===== src/rtl/mod14_count_monitor.sv =====
// Run-time checker and display driver for the mod-14 counter's count bus.
// Flags illegal values / skipped steps, counts wraps, and scans a 2-digit 7-segment display.
module mod14_count_monitor #(
  parameter int SCAN_DIV = 4,
  parameter int WRAP_W   = 8
) (
  input  logic              clk,
  input  logic              rst,
  input  logic [3:0]        count,
  input  logic              count_vld,
  output logic              wrap_pulse,
  output logic [WRAP_W-1:0] wraps,
  output logic [3:0]        tens,
  output logic [3:0]        ones,
  output logic [1:0]        dig_sel,
  output logic [6:0]        seg,
  output logic              seq_err
);

  localparam int              DIV_W    = (SCAN_DIV > 2) ? $clog2(SCAN_DIV) : 1;
  localparam logic [DIV_W-1:0] DIV_LAST = DIV_W'(SCAN_DIV - 1);
  localparam logic [3:0]      LAST     = 4'd13;

  typedef enum logic [1:0] {
    DIG_ONES = 2'b01,
    DIG_TENS = 2'b10
  } dig_t;

  dig_t             dig_q, dig_d;
  logic [DIV_W-1:0] div_q, div_d;

  logic [3:0] prev;
  logic       prev_vld;
  logic       legal;
  logic       step_ok;
  logic       do_check;
  logic       is_wrap;
  logic [3:0] exp_next;

  // An illegal prev can never be followed legally, even though prev+1 may alias to 0.
  always_comb begin
    legal    = (count <= LAST);
    exp_next = (prev == LAST) ? '0 : prev + 4'd1;
    step_ok  = (prev <= LAST) && (count == exp_next);
    do_check = count_vld && prev_vld;
    is_wrap  = do_check && (prev == LAST) && (count == '0);
  end

  always_ff @(posedge clk) begin
    if (rst) begin
      prev       <= '0;
      prev_vld   <= 1'b0;
      seq_err    <= 1'b0;
      wrap_pulse <= 1'b0;
      wraps      <= '0;
      tens       <= '0;
      ones       <= '0;
    end else begin
      wrap_pulse <= is_wrap;
      if (is_wrap)
        wraps <= wraps + WRAP_W'(1);
      if (count_vld) begin
        prev     <= count;
        prev_vld <= 1'b1;
        if (!legal || (prev_vld && !step_ok))
          seq_err <= 1'b1;
        if (legal) begin
          if (count >= 4'd10) begin
            tens <= 4'd1;
            ones <= count - 4'd10;
          end else begin
            tens <= 4'd0;
            ones <= count;
          end
        end
      end else begin
        prev_vld <= 1'b0;
      end
    end
  end

  always_ff @(posedge clk) begin
    if (rst) begin
      div_q <= '0;
      dig_q <= DIG_ONES;
    end else begin
      div_q <= div_d;
      dig_q <= dig_d;
    end
  end

  always_comb begin
    div_d = div_q + DIV_W'(1);
    dig_d = dig_q;
    if (div_q == DIV_LAST) begin
      div_d = '0;
      dig_d = (dig_q == DIG_ONES) ? DIG_TENS : DIG_ONES;
    end
  end

  function automatic logic [6:0] seg7(input logic [3:0] d);
    case (d)
      4'd0:    seg7 = 7'h3F;
      4'd1:    seg7 = 7'h06;
      4'd2:    seg7 = 7'h5B;
      4'd3:    seg7 = 7'h4F;
      4'd4:    seg7 = 7'h66;
      4'd5:    seg7 = 7'h6D;
      4'd6:    seg7 = 7'h7D;
      4'd7:    seg7 = 7'h07;
      4'd8:    seg7 = 7'h7F;
      4'd9:    seg7 = 7'h6F;
      default: seg7 = 7'h00;
    endcase
  endfunction

  logic [3:0] digit;

  always_comb begin
    digit = (dig_q == DIG_TENS) ? tens : ones;
    seg   = seg7(digit);
    if ((dig_q == DIG_TENS) && (tens == '0))
      seg = '0;
  end

  assign dig_sel = dig_q;

endmodule


===== config.mk =====
export PLATFORM = sky130hd
export DESIGN_NAME = mod14_count_monitor
export DESIGN_NICKNAME = d
export VERILOG_FILES = /design/src/rtl/mod14_count_monitor.sv
export SDC_FILE = /design/constraint.sdc
export NUM_CORES = 1
export LEC_CHECK = 0
export ABC_AREA = 1
export CAP_MARGIN = 15
export CORE_ASPECT_RATIO = 0.75
export CORE_MARGIN = 5
export CORE_UTILIZATION = 53
export DETAILED_ROUTE_END_ITERATION = 16
export GPL_ROUTABILITY_DRIVEN = 0
export PLACE_DENSITY = 0.89
export SYNTH_ARGS = -nofsm -noshare
export SYNTH_HDL_FRONTEND = slang
export SYNTH_SLANG_ARGS = --single-unit
export TNS_END_PERCENT = 20

===== constraint.sdc =====
create_clock -name clk -period 4.2 [get_ports clk]
set_input_delay 1.26 -clock clk [delete_from_list [all_inputs] [get_ports clk]]
set_output_delay 1.26 -clock clk [all_outputs]
set_load 0.05 [all_outputs]

* Yosys cells after proc, flatten, opt, wreduce, memory -nomap -nowiden
Memory sizes are Yosys's and may differ from the RTL's. Cells that the tools add are included.
Cells by class: reduce and logical (&&, ||, !) cells 14, $lt $le $gt $ge 3, $add $sub $neg 4, eq/ne operators 5, multiplexer cells 7
Operators by type and width (number):
- $mux 4 | 3
- $add 8x1->8 const B | 1
- $le 4x4->1 const B | 2
- $logic_not 4->1 | 2
- $mux 7 | 1
- $logic_and 1x1->1 | 6
- $add 4x1->4 const B | 1
- $eq 2x2->1 const B | 2
- $eq 4x4->1 | 1
- $eq 4x4->1 const B | 1
- $ge 4x4->1 const B | 1
- $reduce_and 2->1 | 2
- $sub 4x4->4 const B | 1
- $add 2x1->2 const B | 1
- $eq 2x1->1 const B | 1
- $logic_not 1->1 | 2
- $mux 1 | 2
- $mux 2 | 1
- $reduce_or 2->1 | 1
- $logic_or 1x1->1 | 1
Word-level totals: bits in read-only memories 112, memories 1, output and inout port bits 27, input port bits 7, register bits after elaboration 27, word-level logic and storage cells 43
Memories:
- (no name shown) | depth 16, bits a word 7, rd ports 1, clocked after memory_dff 0, wr ports 0, RTL line 102 | case (d)

* Depth between registers and ports, before layout
word-level depth 8, depth in mapped cells 12, depth with buffers taken out 12

* Worst setup path before layout
Ideal clock, no wire load.
kind register -> output, start register dig_q[0] (netlist: dig_sel[0]), end output port seg[1], path buffers 0, data arrival time 2.344 ns, slack 0.596 ns, stages on the path, launching flop included 8, data required time 2.940 ns, cell sequence dfxtp_1 inv_1 nand2_1 nor2_1 nor2_1 inv_1 ha_1 a21oi_1
On the way: word-level cells in the longest chain between the ends 4, elaborated cells on any way between the ends 5, those cells by class eq/ne (1); mux (2); reduce/logical (1); memory (1)
RTL lines:
- start, declared | RTL line 29 | dig_t dig_q, dig_d;
- start signal, assigned | RTL line 88 | dig_q <= dig_d;
- $eq 2x2->1 (*) | RTL line 120, 122
- $mux 4 | RTL line 120 | digit = (dig_q == DIG_TENS) ? tens : ones;
- $mem_v2 16x7
- $mux 7 (*) | RTL line 122 | if ((dig_q == DIG_TENS) && (tens == '0))
- end, declared | RTL line 16 | output logic [6:0] seg,
Every way passes the cells marked *; elsewhere a longest branch is shown, timed or not.

* Final worst setup path
start register dig_q[0] (netlist: dig_sel[0]), end output port seg[4]
Same word-level chain as after synthesis.

==> flow_results.org <==
** Setup path
- The worst setup path is launched from a flip-flop.
- CP peak stage delay :: 0.82 ns
- The worst register-to-register path ends at wraps[7].
- Of all nets on the critical path, the largest fanout is 4.
- STA puts the critical path data arrival time at 2.61 ns.
- The startpoint identified for the worst register-to-register timing path is prev[0].
- The critical path is of the reg -> out type.
- Required time worst endpoint :: 2.94 ns
- Endpoint kind of the worst setup timing path :: output port
- Critical Path, Cell by Cell :: inv_1 > nand2_1 > nor2_1 > nor2_1 > inv_1 > ha_1 > inv_1 > nor2_1 > nand2_1 > a21oi_1 > clkdlybuf4s50_1
- Internal reg-to-reg setup slack :: 2.81 ns
- The worst register-to-register path has a depth of 7.
- On the critical path, the stage with the largest delay is an instance of sky130_fd_sc_hd__clkdlybuf4s50_1.

** Drt
- After detailed routing, the total wire length is 2.92 mm.
- The pre-antenna-repair detailed-routing pass consisted of 5 iterations.
- The detail route stage leaves a number of antenna-violating nets equal to 0.
- Dividing the detail-routed wire length by the instance count gives 10.4 um.
- Vias/cell :: 4.89
- The final route contains 1378 vias.
- Initial DRC Count :: 78
- In the routed design, unresolved DRC markers number 0.

** Power and ir drop
- The share of total power dissipated in the clock network is 0.273.
- Of the total power, the share spent switching nets is 0.342.
- Dividing total power by cell area gives a power density of 337 nW/um^2.
- Of the total power, registers draw 0.417.
- Switching power :: 0.207 mW
- In this run the static leakage power is 0.823 nW.
- Maximum vdd drop :: 186 uV
- Internal power comes to 0.397 mW.
- The share of total power dissipated in combinational logic is 0.310.

** Synthesis
- Count of unique library cells instantiated by Yosys :: 29
- The share of synthesized area in the top cell type comes to 0.337.
- Yosys printed 0 warnings.
- Average footprint of a synthesized cell :: 6.61 sq um
- The synthesized netlist occupies a cell area of 1430 sq um.
- Largest area contributor in the synthesized netlist :: sky130_fd_sc_hd__dfxtp_1
- Of the synthesized area, sequential elements account for 0.337.
- Yosys attributes the largest share of cell area to sky130_fd_sc_hd__dfxtp_1 34%, sky130_fd_sc_hd__nand2_1 15%, sky130_fd_sc_hd__inv_1 8.9%, sky130_fd_sc_hd__nor2_1 7.6%, sky130_fd_sc_hd__ha_1 7.0%.
- Counting every instance in the synthesized netlist gives 216.
- Synth Register Bits :: 24

** STA
- Count of endpoints failing hold in the final timing report :: 0
- Maximum clock rate :: 258 MHz
- Final-layout setup total negative slack :: 0 ns
- Dividing the final minimum period by the clock period gives 0.923.
- At the pin with the least slew margin, the transition time is 0.545 ns.
- Total setup violations reported at the end of the flow :: 0
- Max-slew violation count :: 0
- Measured against its own limit, the worst slew margin works out to 0.635.
- The worst path in the final design needs a cycle of 3.87 ns, including I/O delays and setup.
- For the final database, setup skew stands at 0.0168 ns.
- Setup repair after global routing left no endpoint under its margin.

** Die
- From bottom edge to top edge, the die measures 54.9 um.
- Die X :: 69.9 um
- Core ar. :: 2600 sq um
- Starting density of the core :: 0.549
- The floorplan step defined a die boundary enclosing 3840 sq um.
- Row cnt :: 16
- During I/O placement, the number of pins put on the boundary was 34.

** Status
- The run finished with clean final reports.

** Global routing
- Number of global-route vias before repair :: 1155
- GR Util All Layers :: 0.164
- Wire length of the first global-routing pass :: 5.02 mm
- Largest net degree at the start of global routing :: 16
- Grt total ovfl :: 0
- Initial antenna violation count :: 0

** Clocking
- Setup bufs post-CTS :: 0
- In this run the number of H-tree levels came out at 1.
- The tree is rooted in a sky130_fd_sc_hd__clkbuf_4.
- TritonCTS built the clock tree.
- Clock buffer depth :: 2
- Clock-pin slew was measured on the worst setup and hold paths at 0.11 ns.
- Hold-fix buffer count after cts :: 0
- In this run, post-CTS repair resized a total of 0 instances.
- The later pin in the worst-skew pair is clocked with a latency of 0.32 ns.
- In this run, CTS created clock tree buffers numbering 3.
- Number of clock sinks :: 24

** Cells and area
- For this run, the post-layout net count is 262.
- The area growth from synthesis to layout is 25.7%.
- Cell area after layout :: 1790 sq um
- In the final layout, the share of cells above drive strength 1 is 0.0488.
- Inserted Diodes :: 0

** Place
- Standard cell area after detailed placement :: 1740 sq um
- Final HPWL DP :: 2.33 mm
- Port buffering added 30 buffers.

** Hold path
- Worst hold start :: div_q[0]
- Number of cells on the worst hold path :: 1
- The worst hold path terminates at div_q[0].
- In this run the worst hold path is classified as reg -> reg.

** Flow run
- Max-capacitance violation count :: 0
-- synth_stat cells --
cell                       count
sky130_fd_sc_hd__a211oi_1      3
sky130_fd_sc_hd__a21oi_1      15
sky130_fd_sc_hd__a31oi_1       1
sky130_fd_sc_hd__buf_2         1
sky130_fd_sc_hd__buf_4         4
sky130_fd_sc_hd__clkbuf_1      1
sky130_fd_sc_hd__conb_1        1
sky130_fd_sc_hd__dfxtp_1      24
sky130_fd_sc_hd__ha_1          8
sky130_fd_sc_hd__inv_1        34
sky130_fd_sc_hd__inv_2         1
sky130_fd_sc_hd__nand2_1      58
sky130_fd_sc_hd__nand2_2       1
sky130_fd_sc_hd__nand3_1       4
sky130_fd_sc_hd__nand4_1       4
sky130_fd_sc_hd__nand4_2       1
sky130_fd_sc_hd__nor2_1       29
sky130_fd_sc_hd__nor2_2        2
sky130_fd_sc_hd__nor2_4        1
sky130_fd_sc_hd__nor3_1        1
sky130_fd_sc_hd__nor3b_1       1
sky130_fd_sc_hd__nor4_4        1
sky130_fd_sc_hd__o211ai_1      3
sky130_fd_sc_hd__o21a_1        1
sky130_fd_sc_hd__o21ai_0      10
sky130_fd_sc_hd__o21ai_1       2
sky130_fd_sc_hd__o31ai_1       1
sky130_fd_sc_hd__or2_2         1
sky130_fd_sc_hd__xnor2_1       2
-- layout make-up --
type	instances	area (sq um)
repair buffers	30	300
multi-input cells	153	785
inverters	35	131
well taps	36	45.0
fillers	241	808
clock buffers	3	22.5
flip-flops and latches	24	480
clock inverters	1	30.0
-- through the flow --
stage / setup slack, ns / utilization / cells / hold WS [ns] / total power [mW]
2_1_floorplan: 0.596 / - / 218 / 0.397 / 0.392
3_3_place_gp: 0.765 / 0.669 / 278 / 0.409 / 0.442
3_5_place_dp: 0.665 / 0.669 / 278 / 0.415 / 0.445
4_1_cts: 0.295 / 0.689 / 282 / 0.433 / 0.612
5_1_grt: 0.0616 / 0.689 / 282 / 0.463 / 0.641
6_report: 0.325 / 0.689 / 282 / 0.435 / 0.604
-- logic make-up (layout without fill, tap and decap cells) --
group	count (synthesis)	count (layout)	synth area share
AO/OA/AOI/OAI	36	36	0.141
XOR/XNOR	2	2	0.0123
adder cells (fa/ha/maj)	8	8	0.0701
buffers and inverters	41	69	0.119
flip-flops	24	24	0.337
other	1	3	0.00263
AND/OR/NAND/NOR	104	104	0.318
-- cell usage in the layout (no fill, tap or decap), drive strengths merged --
| master | synthesis | layout |
|---|---|---|
| inv | 35 | 35 |
| nor2 | 32 | 32 |
| dfxtp | 24 | 24 |
| ha | 8 | 8 |
| conb | 1 | 3 |
| nor3 | 1 | 1 |
| o31ai | 1 | 1 |
| o21a | 1 | 1 |
| o21ai | 12 | 12 |
| a211oi | 3 | 3 |
| bufinv | 0 | 1 |
| clkdlybuf4s50 | 0 | 30 |
| a31oi | 1 | 1 |
| xnor2 | 2 | 2 |
| o211ai | 3 | 3 |
| nor4 | 1 | 1 |
| nand3 | 4 | 4 |
| nand2 | 59 | 59 |
| clkbuf | 1 | 3 |
| nand4 | 5 | 5 |
| or2 | 1 | 1 |
| a21oi | 15 | 15 |
| nor3b | 1 | 1 |
-- registers in the layout (all words and copies together) (netlist names) --
register    count
dig_sel         2
wraps           8
ones            4
div_q           2
wrap_pulse      1
prev            4
prev_vld        1
tens            1
seq_err         1
-- layer usage --
metal	vias up	share of wire	track usage	wire [um]
met5	-	0	0	0
met4	0	0.014	0.0669	42
met3	5	0.074	0.0433	216
met2	43	0.43	0.274	1250
met1	595	0.48	0.207	1410
li1	735	-	-	-
-- power by group through the flow --
stage	combinational (mW)	sequential (mW)	clock, mW
finish	0.187	0.252	0.165
global route	0.204	0.254	0.182
CTS	0.188	0.252	0.172
detailed placement	0.188	0.257	0
global placement	0.186	0.256	0
floorplan	0.112	0.281	0
-- critical path: cells and delay by family (launching register included) --
kind                       cells  cell delay [ns]
buffers and inverters          4             1.08
and+or+nand+nor                5             0.58
DFF                            1             0.33
AOI/OAI and AO/OA              1             0.16
adders and majority gates      1             0.15
-- how the worst max path moves through the flow --
stage | slack, ns | start | to
global placement | 0.76 | dig_sel[0] | seg[4]
detailed placement | 0.66 | dig_sel[0] | seg[4]
floorplan | 0.60 | dig_sel[0] | seg[1]
global route | 0.06 | dig_sel[0] | seg[4]
finish | 0.33 | dig_sel[0] | seg[4]
CTS | 0.30 | dig_sel[0] | seg[4]
Power figures use the tool's default switching activity.
